`src/rtl/rnn_x_feeder_if.sv`:
```
// Upstream byte stream into the RNN input feeder.
// A byte transfers on a rising edge where s_valid && s_ready; the source holds s_data stable while s_valid is high and s_ready is low.
interface rnn_x_feeder_if;
    logic       s_valid;
    logic [7:0] s_data;
    logic       s_ready;

    modport master (output s_valid, output s_data, input s_ready);
    modport slave  (input s_valid, input s_data, output s_ready);
endinterface

```
`src/rtl/rnn_x_feeder.sv`:
```
// Packs upstream bytes little-endian into 32-bit words, queues them in a small FIFO
// and hands one word per i_en request to the RNN core on idata.
module rnn_x_feeder #(
    parameter int DEPTH = 4
) (
    input  logic                clk,
    input  logic                reset,
    rnn_x_feeder_if.slave       s_bus,
    input  logic                busy,
    input  logic                i_en,
    output logic                ready,
    output logic [31:0]         idata,
    output logic [2:0]          level,
    output logic                udf_err
);
    localparam int PTR_W = $clog2(DEPTH);

    logic [31:0]      fifo_mem [DEPTH];
    logic [PTR_W-1:0] wr_ptr;
    logic [PTR_W-1:0] rd_ptr;
    logic [1:0]       byte_cnt;
    logic [23:0]      asm_q;

    logic accept;
    logic push;
    logic pop;
    logic fifo_full;

    assign fifo_full     = (level == 3'(DEPTH));
    // Only the word-completing byte needs a free slot, so bytes 1-3 keep flowing while full.
    assign s_bus.s_ready = !(fifo_full && (byte_cnt == 2'd3));
    assign accept        = s_bus.s_valid && s_bus.s_ready;
    assign push          = accept && (byte_cnt == 2'd3);
    assign pop           = i_en && (level != 3'd0);

    always_ff @(posedge clk or posedge reset) begin
        if (reset) begin
            byte_cnt <= 2'd0;
            asm_q    <= 24'd0;
            wr_ptr   <= '0;
            rd_ptr   <= '0;
            level    <= 3'd0;
            idata    <= 32'd0;
            udf_err  <= 1'b0;
            ready    <= 1'b0;
        end else begin
            if (accept) begin
                byte_cnt <= byte_cnt + 2'd1;
                case (byte_cnt)
                    2'd0:    asm_q[7:0]   <= s_bus.s_data;
                    2'd1:    asm_q[15:8]  <= s_bus.s_data;
                    2'd2:    asm_q[23:16] <= s_bus.s_data;
                    default: asm_q        <= 24'd0;
                endcase
            end

            if (push) begin
                wr_ptr <= wr_ptr + 1'b1;
            end

            // An empty FIFO never bypasses a word being pushed on the same edge.
            if (i_en) begin
                if (pop) begin
                    idata  <= fifo_mem[rd_ptr];
                    rd_ptr <= rd_ptr + 1'b1;
                end else begin
                    idata   <= 32'd0;
                    udf_err <= 1'b1;
                end
            end

            level <= level + {2'b00, push} - {2'b00, pop};
            ready <= (level != 3'd0) && !busy;
        end
    end

    // Storage needs no reset: pointers and level decide which entries are meaningful.
    always_ff @(posedge clk) begin
        if (push) begin
            fifo_mem[wr_ptr] <= {s_bus.s_data, asm_q};
        end
    end
endmodule

```
`src/flat_wrapper.sv`:
```
// flat-port wrapper written by rule: the top's interface ports become plain ports
module rnn_x_feeder_flat 
#(
    parameter int DEPTH = 4
)
  (clk, reset, busy, i_en, ready, idata, level, udf_err, s_bus_s_valid, s_bus_s_data, s_bus_s_ready);
  rnn_x_feeder_if s_bus_i ();
  input  logic clk;
  input  logic reset;
  input  logic busy;
  input  logic i_en;
  output logic ready;
  output logic [31:0] idata;
  output logic [2:0] level;
  output logic udf_err;
  input wire logic [$bits(s_bus_i.s_valid)-1:0] s_bus_s_valid;
  input wire logic [$bits(s_bus_i.s_data)-1:0] s_bus_s_data;
  output wire logic [$bits(s_bus_i.s_ready)-1:0] s_bus_s_ready;
  assign s_bus_i.s_valid = s_bus_s_valid;
  assign s_bus_i.s_data = s_bus_s_data;
  assign s_bus_s_ready = s_bus_i.s_ready;
  rnn_x_feeder #(.DEPTH(DEPTH)) u_core (.clk(clk), .reset(reset), .s_bus(s_bus_i), .busy(busy), .i_en(i_en), .ready(ready), .idata(idata), .level(level), .udf_err(udf_err));
endmodule
```
`config.mk`:
```
export PLATFORM = sky130hd
export DESIGN_NAME = rnn_x_feeder_flat
export DESIGN_NICKNAME = d
export VERILOG_FILES = /design/src/rtl/rnn_x_feeder_if.sv /design/src/rtl/rnn_x_feeder.sv /design/src/flat_wrapper.sv
export SDC_FILE = /design/constraint.sdc
export NUM_CORES = 1
export LEC_CHECK = 0
export ABC_AREA = 1
export CAP_MARGIN = 5
export CORE_UTILIZATION = 59
export CTS_CLUSTER_DIAMETER = 30
export CTS_CLUSTER_SIZE = 25
export DETAILED_ROUTE_END_ITERATION = 8
export PLACE_DENSITY = 0.84
export SYNTH_ARGS = -nofsm -noshare
export SYNTH_HDL_FRONTEND = slang
export SYNTH_SLANG_ARGS = --single-unit
```
`constraint.sdc`:
```
create_clock -name clk -period 3.65 [get_ports clk]
set_input_delay 0.5475 -clock clk [delete_from_list [all_inputs] [get_ports clk]]
set_output_delay 0.5475 -clock clk [all_outputs]
set_load 0.05 [all_outputs]
```
# After elaboration in Yosys (flattened, before gate mapping)
# Memory sizes are Yosys's and may differ from the RTL's.
# Cells that the tools add are included.
[classes] add_sub_neg=5 n_eq_ne=4 muxes=6 n_bitwise=4 n_reduce_logical=17
[op_table] operator="one-hot mux 8 bit (2 select lines)" count=3
[op_table] operator="two-way mux 32 bit" count=1
[op_table] operator="AND reduction 2 bit" count=5
[op_table] operator="adder 2 x 1 -> 2 bit (second input constant)" count=3
[op_table] operator="OR reduction 2 bit" count=3
[op_table] operator="logical AND 1 bit" count=5
[op_table] operator="== test 2 bit (second input constant)" count=2
[op_table] operator="inverter 1 bit" count=4
[op_table] operator="adder 3 x 1 -> 3 bit" count=1
[op_table] operator="== test 3 bit (second input constant)" count=1
[op_table] operator="nonzero test 3 bit" count=1
[op_table] operator="subtractor 3 x 1 -> 3 bit" count=1
[op_table] operator="== test 2 x 1 -> 1 bit (second input constant)" count=1
[op_table] operator="zero test 1 bit" count=2
[op_table] operator="zero test 2 bit" count=1
[op_table] operator="two-way mux 1 bit" count=2
[totals] regBits=67 ramBits=128 inputBits=13 output_inout_bits=38 elab_cells=47 n_memories=1
[mem_list] memory="u_core.fifo_mem" depth=4 width=32 rd=1 rd_ports_with_merged_regs=0 write_ports=1 line="rnn_x_feeder.sv:18" text="logic [31:0] fifo_mem [DEPTH];"

# Depth between registers and ports, before layout
[depth] depth_word=7 ltp_mapped=11 ltp_nobuf=10

# Worst setup path after synthesis
# OpenSTA, ideal clock, no wires.
[synth_path] kind="register -> register" start="register u_core.level[1]" end="memory u_core.fifo_mem[0][0], enable pin" setup_time_ns=0.421 arrival_time_ns=2.571 required_time_ns=3.229 slack_ns=0.658 path_stages_with_launch=6 synth_period_minus_slack_ns=2.992 path_cell_list="dfrtp_1 nor2_1 nand2_2 buf_6 nand3_4 nor2_1"
[synth_between] elab_chain_len=7
[synth_rtl] item="start, declared" line="rnn_x_feeder.sv:13" text="output logic [2:0] level,"
[synth_rtl] item="start signal, assigned" line="rnn_x_feeder.sv:72" text="level <= level + {2'b00, push} - {2'b00, pop};"
[synth_rtl] item="== test 3 bit" line="rnn_x_feeder.sv:29" text="assign fifo_full = (level == 3'(DEPTH));"
[synth_rtl] item="logical AND 1 bit" line="rnn_x_feeder.sv:31" text="assign s_bus.s_ready = !(fifo_full && (byte_cnt == 2'd3));"
[synth_rtl] item="zero test 1 bit" line="rnn_x_feeder.sv:31"
[synth_rtl] item="logical AND 1 bit" line="rnn_x_feeder.sv:32" text="assign accept = s_bus.s_valid && s_bus.s_ready;"
[synth_rtl] item="logical AND 1 bit" line="rnn_x_feeder.sv:33" text="assign push = accept && (byte_cnt == 2'd3);"
[synth_rtl] item="two-way mux 1 bit" line="rnn_x_feeder.sv:79" text="if (push) begin"
[synth_rtl] item="two-way mux 1 bit (implied by the code)" line="rnn_x_feeder.sv:80" text="fifo_mem[wr_ptr] <= {s_bus.s_data, asm_q};"
[synth_rtl] item="end, declared" line="rnn_x_feeder.sv:18"
# No other way between the ends.

# Worst setup path in the final report
[layout_path] start="register u_core.byte_cnt[0]" end="output port s_bus_s_ready"
[layout_between] elab_chain_len=3
[layout_rtl] item="start, declared" line="rnn_x_feeder.sv:21" text="logic [1:0] byte_cnt;"
[layout_rtl] item="start signal, assigned" line="rnn_x_feeder.sv:48" text="byte_cnt <= byte_cnt + 2'd1;"
[layout_rtl] item="== test 2 bit" line="rnn_x_feeder.sv:31"
[layout_rtl] item="logical AND 1 bit" line="rnn_x_feeder.sv:31"
[layout_rtl] item="zero test 1 bit" line="rnn_x_feeder.sv:31"
[layout_rtl] item="end, declared" line="flat_wrapper.sv:18" text="output wire logic [$bits(s_bus_i.s_ready)-1:0] s_bus_s_ready;"
# No other way between the ends.

==> results_dict.tcl <==
set metrics [dict create \
    yosysUniqueCellTypes 25 \
    gp_congestion 0.842 \
    n_antenna_cell 0 \
    clkSlewWorstSetupHoldPaths_ns 0.06 \
    cts.sinks 195 \
    cp.required_ns 3.10 \
    syn_avg_cell_area_um2 11.1 \
    cts_resized 0 \
    syn-num-nets 731 \
    area_growth_pct 16.9 \
    root_buffer "clkbuf_16" \
    grt_pass1_vias 5229 \
    critPathArrivalTime_ns 2.11 \
    startpoint_type "register" \
    pwr-share-clk_pct 24.6 \
    seqPwrFrac_pct 41.5 \
    fmax_mhz 376 \
    grt_pass1_wl_mm 26.3 \
    final_cell_mix "nand2_1 (274), edfxtp_1 (128), nand3_1 (97), dfrtp_1 (66), clkdlybuf4s50_1 (50)" \
    outcome "completed" \
    yosysWarnings 0 \
    ys_ff_latch 195 \
    yosysSeqAreaShare_pct 70.3 \
    worstSetupPathType "reg -> out" \
    crit_fanout 4 \
    drc 0 \
    place_inst 907 \
    numPortBuffers 50 \
    wl_mm 16.0 \
    fp.dieH_um 117 \
    placed_cell_area_mm2 0.00854 \
    swShare_pct 37.9 \
    cts_tree "built" \
    hold_slack_ns 0.475 \
    min_period_over_period_pct 72.9 \
    grt_setup_unrepaired "false" \
    drive_gt1_share_pct 7.82 \
    antenna_found_initial 0 \
    ir_drop_mv 0.581 \
    cts_buffers 17 \
    leakage_nw 3.98 \
    seq_area_mm2 0.00552 \
    insertion_delay_ns 0.43 \
    finalSetupViolCount 0 \
    fp.dieArea_mm2 0.0138 \
    nFillCells 810 \
    core-area_mm2 0.0128 \
    slew_viol_final 0 \
    num_vias 5248 \
    final_common_cell "nand2_1" \
    comb_power_share_pct 34.0 \
    rows 41 \
    drt-initial-drc-count 473 \
    tightest_slew_ns 1.25 \
    pre_cts_ws_ns 1.14 \
    syn_area_mm2 0.00785 \
    reg2reg_depth 8 \
    hp-class "reg -> reg" \
    post-route-util_pct 71.9 \
    post_cts_buffers 0 \
    critPathCaptureType "primary output" \
    drtAntennaViolNets 0 \
    fin_area_mm2 0.00918 \
    power_density_mw_per_mm2 876 \
    fin_tns_setup_ns 0 \
    hold_violations 0 \
    hold_buffers 0 \
    total_power_mw 8.04 \
    cap_violations 0 \
    grt_usage_pct 25.1 \
    initial_core_util_pct 61.5 \
    p_int_mw 5.00 \
    min_path_cells 2 \
    post_drt_wl_per_cell_um 17.1 \
    dr.pass1.iters 5 \
    die_w_um 117 \
    dp_hpwl_mm 9.68 \
    grt_start_max_net_pins 66 \
    final_nets 778 \
    vias_per_cell 5.59 \
    clock_path_buffers 2 \
    fin_skew_ns 0.00643 \
    slew_headroom_pct 16.6 \
    io_pins 51 \
    htreeDepth 4 \
    synth_cells 707 \
    multiInputGateArea_mm2 0.00200 \
    fin_ws_ns 0.988 \
    p_sw_mw 3.04 \
    post-route-min-period_ns 2.66 \
    final_cells 939 \
    overflow 0 \
]
path summary, 6_finish.rpt:
path,startpoint,endpoint,slack [ns]
worst max-delay path,u_core.byte_cnt[0]$_DFFE_PP0P_,s_bus_s_ready,0.99
worst min-delay path,u_core.idata[9]$_DFFE_PP0P_,u_core.idata[9]$_DFFE_PP0P_,0.48
worst max register to register,u_core.byte_cnt[0]$_DFFE_PP0P_,u_core.fifo_mem[2][30]$_DFFE_PP_,1.12
worst min register to register,u_core.idata[9]$_DFFE_PP0P_,u_core.idata[9]$_DFFE_PP0P_,0.48
max in group asynchronous,reset,u_core.idata[23]$_DFFE_PP0P_,2.42
min in group asynchronous,reset,u_core.idata[13]$_DFFE_PP0P_,0.49
state kept, by name (all words and copies together), names as in the netlist:
| register | flops |
|---|---|
| u_core.idata | 32 |
| u_core.asm_q | 24 |
| u_core.rd_ptr | 2 |
| u_core.level | 3 |
| u_core.fifo_mem | 128 |
| u_core.udf_err | 1 |
| u_core.wr_ptr | 2 |
| u_core.byte_cnt | 2 |
| u_core.ready | 1 |
cells in the mapped netlist:
| cell type | n | area (um^2) |
|---|---|---|
| nand2_2 | 2 | 12.5 |
| nand2_1 | 274 | 1030 |
| clkinv_1 | 1 | 3.75 |
| ha_1 | 10 | 125 |
| a21oi_1 | 1 | 5.00 |
| o21bai_1 | 1 | 7.51 |
| xor2_1 | 1 | 8.76 |
| fa_1 | 1 | 20.0 |
| inv_2 | 2 | 7.51 |
| nand3_4 | 1 | 17.5 |
| clkbuf_1 | 9 | 33.8 |
| buf_2 | 25 | 125 |
| a21oi_2 | 1 | 8.76 |
| nand4_1 | 26 | 163 |
| o21ai_0 | 2 | 10.0 |
| nor2_1 | 7 | 26.3 |
| inv_1 | 41 | 154 |
| dfrtp_1 | 67 | 1680 |
| nand3_2 | 3 | 30.0 |
| buf_6 | 1 | 11.3 |
| nor2_2 | 2 | 12.5 |
| edfxtp_1 | 128 | 3840 |
| nand3_1 | 97 | 485 |
| xnor2_1 | 3 | 26.3 |
| buf_4 | 1 | 7.51 |
metal layers:
| metal | vias to the layer above | global-route usage [%] | share of wire, % |
|---|---|---|---|
| met1 | 2521 | 32.5 | 40 |
| met2 | 229 | 40.9 | 50 |
| met3 | 40 | 4.86 | 7.0 |
| met5 | - | 0 | 0 |
| li1 | 2458 | - | - |
| met4 | 0 | 12.3 | 3.0 |
logic make-up after synthesis:
| kind of cell | after synthesis | synth area share, % |
|---|---|---|
| AND/OR/NAND/NOR | 412 | 22.6 |
| adder cells (fa/ha/maj) | 11 | 1.85 |
| flip-flops | 195 | 70.3 |
| buffers and inverters | 80 | 4.37 |
| AO/OA/AOI/OAI | 5 | 0.398 |
| XOR/XNOR | 4 | 0.446 |
layout make-up:
type                            instances  area share [%]
Sequential cell                       195            60.1
Clock buffer                           24            5.36
Timing Repair Buffer                   64            7.01
Inverter                               44            1.80
Tap cell                              172            2.34
Multi-Input combinational cell        432            21.8
Clock inverter                          8            1.59
critical path, cell delays in order, from the launching register on:
cell and delay [ns]:
dfrtp_1 0.41, ha_1 0.28, inv_1 0.08, nor2_1 0.05, nand2_2 0.07, clkdlybuf4s50_1 0.79
power groups by stage:
stage | registers, mW | logic, mW | clock network [mW]
floorplan | 3.91 | 1.30 | 0
global placement | 3.33 | 2.64 | 0
detailed placement | 3.37 | 2.71 | 0
CTS | 3.33 | 2.73 | 1.99
global route | 3.39 | 2.98 | 2.08
finish | 3.34 | 2.73 | 1.98
Power figures use the tool's default switching activity.
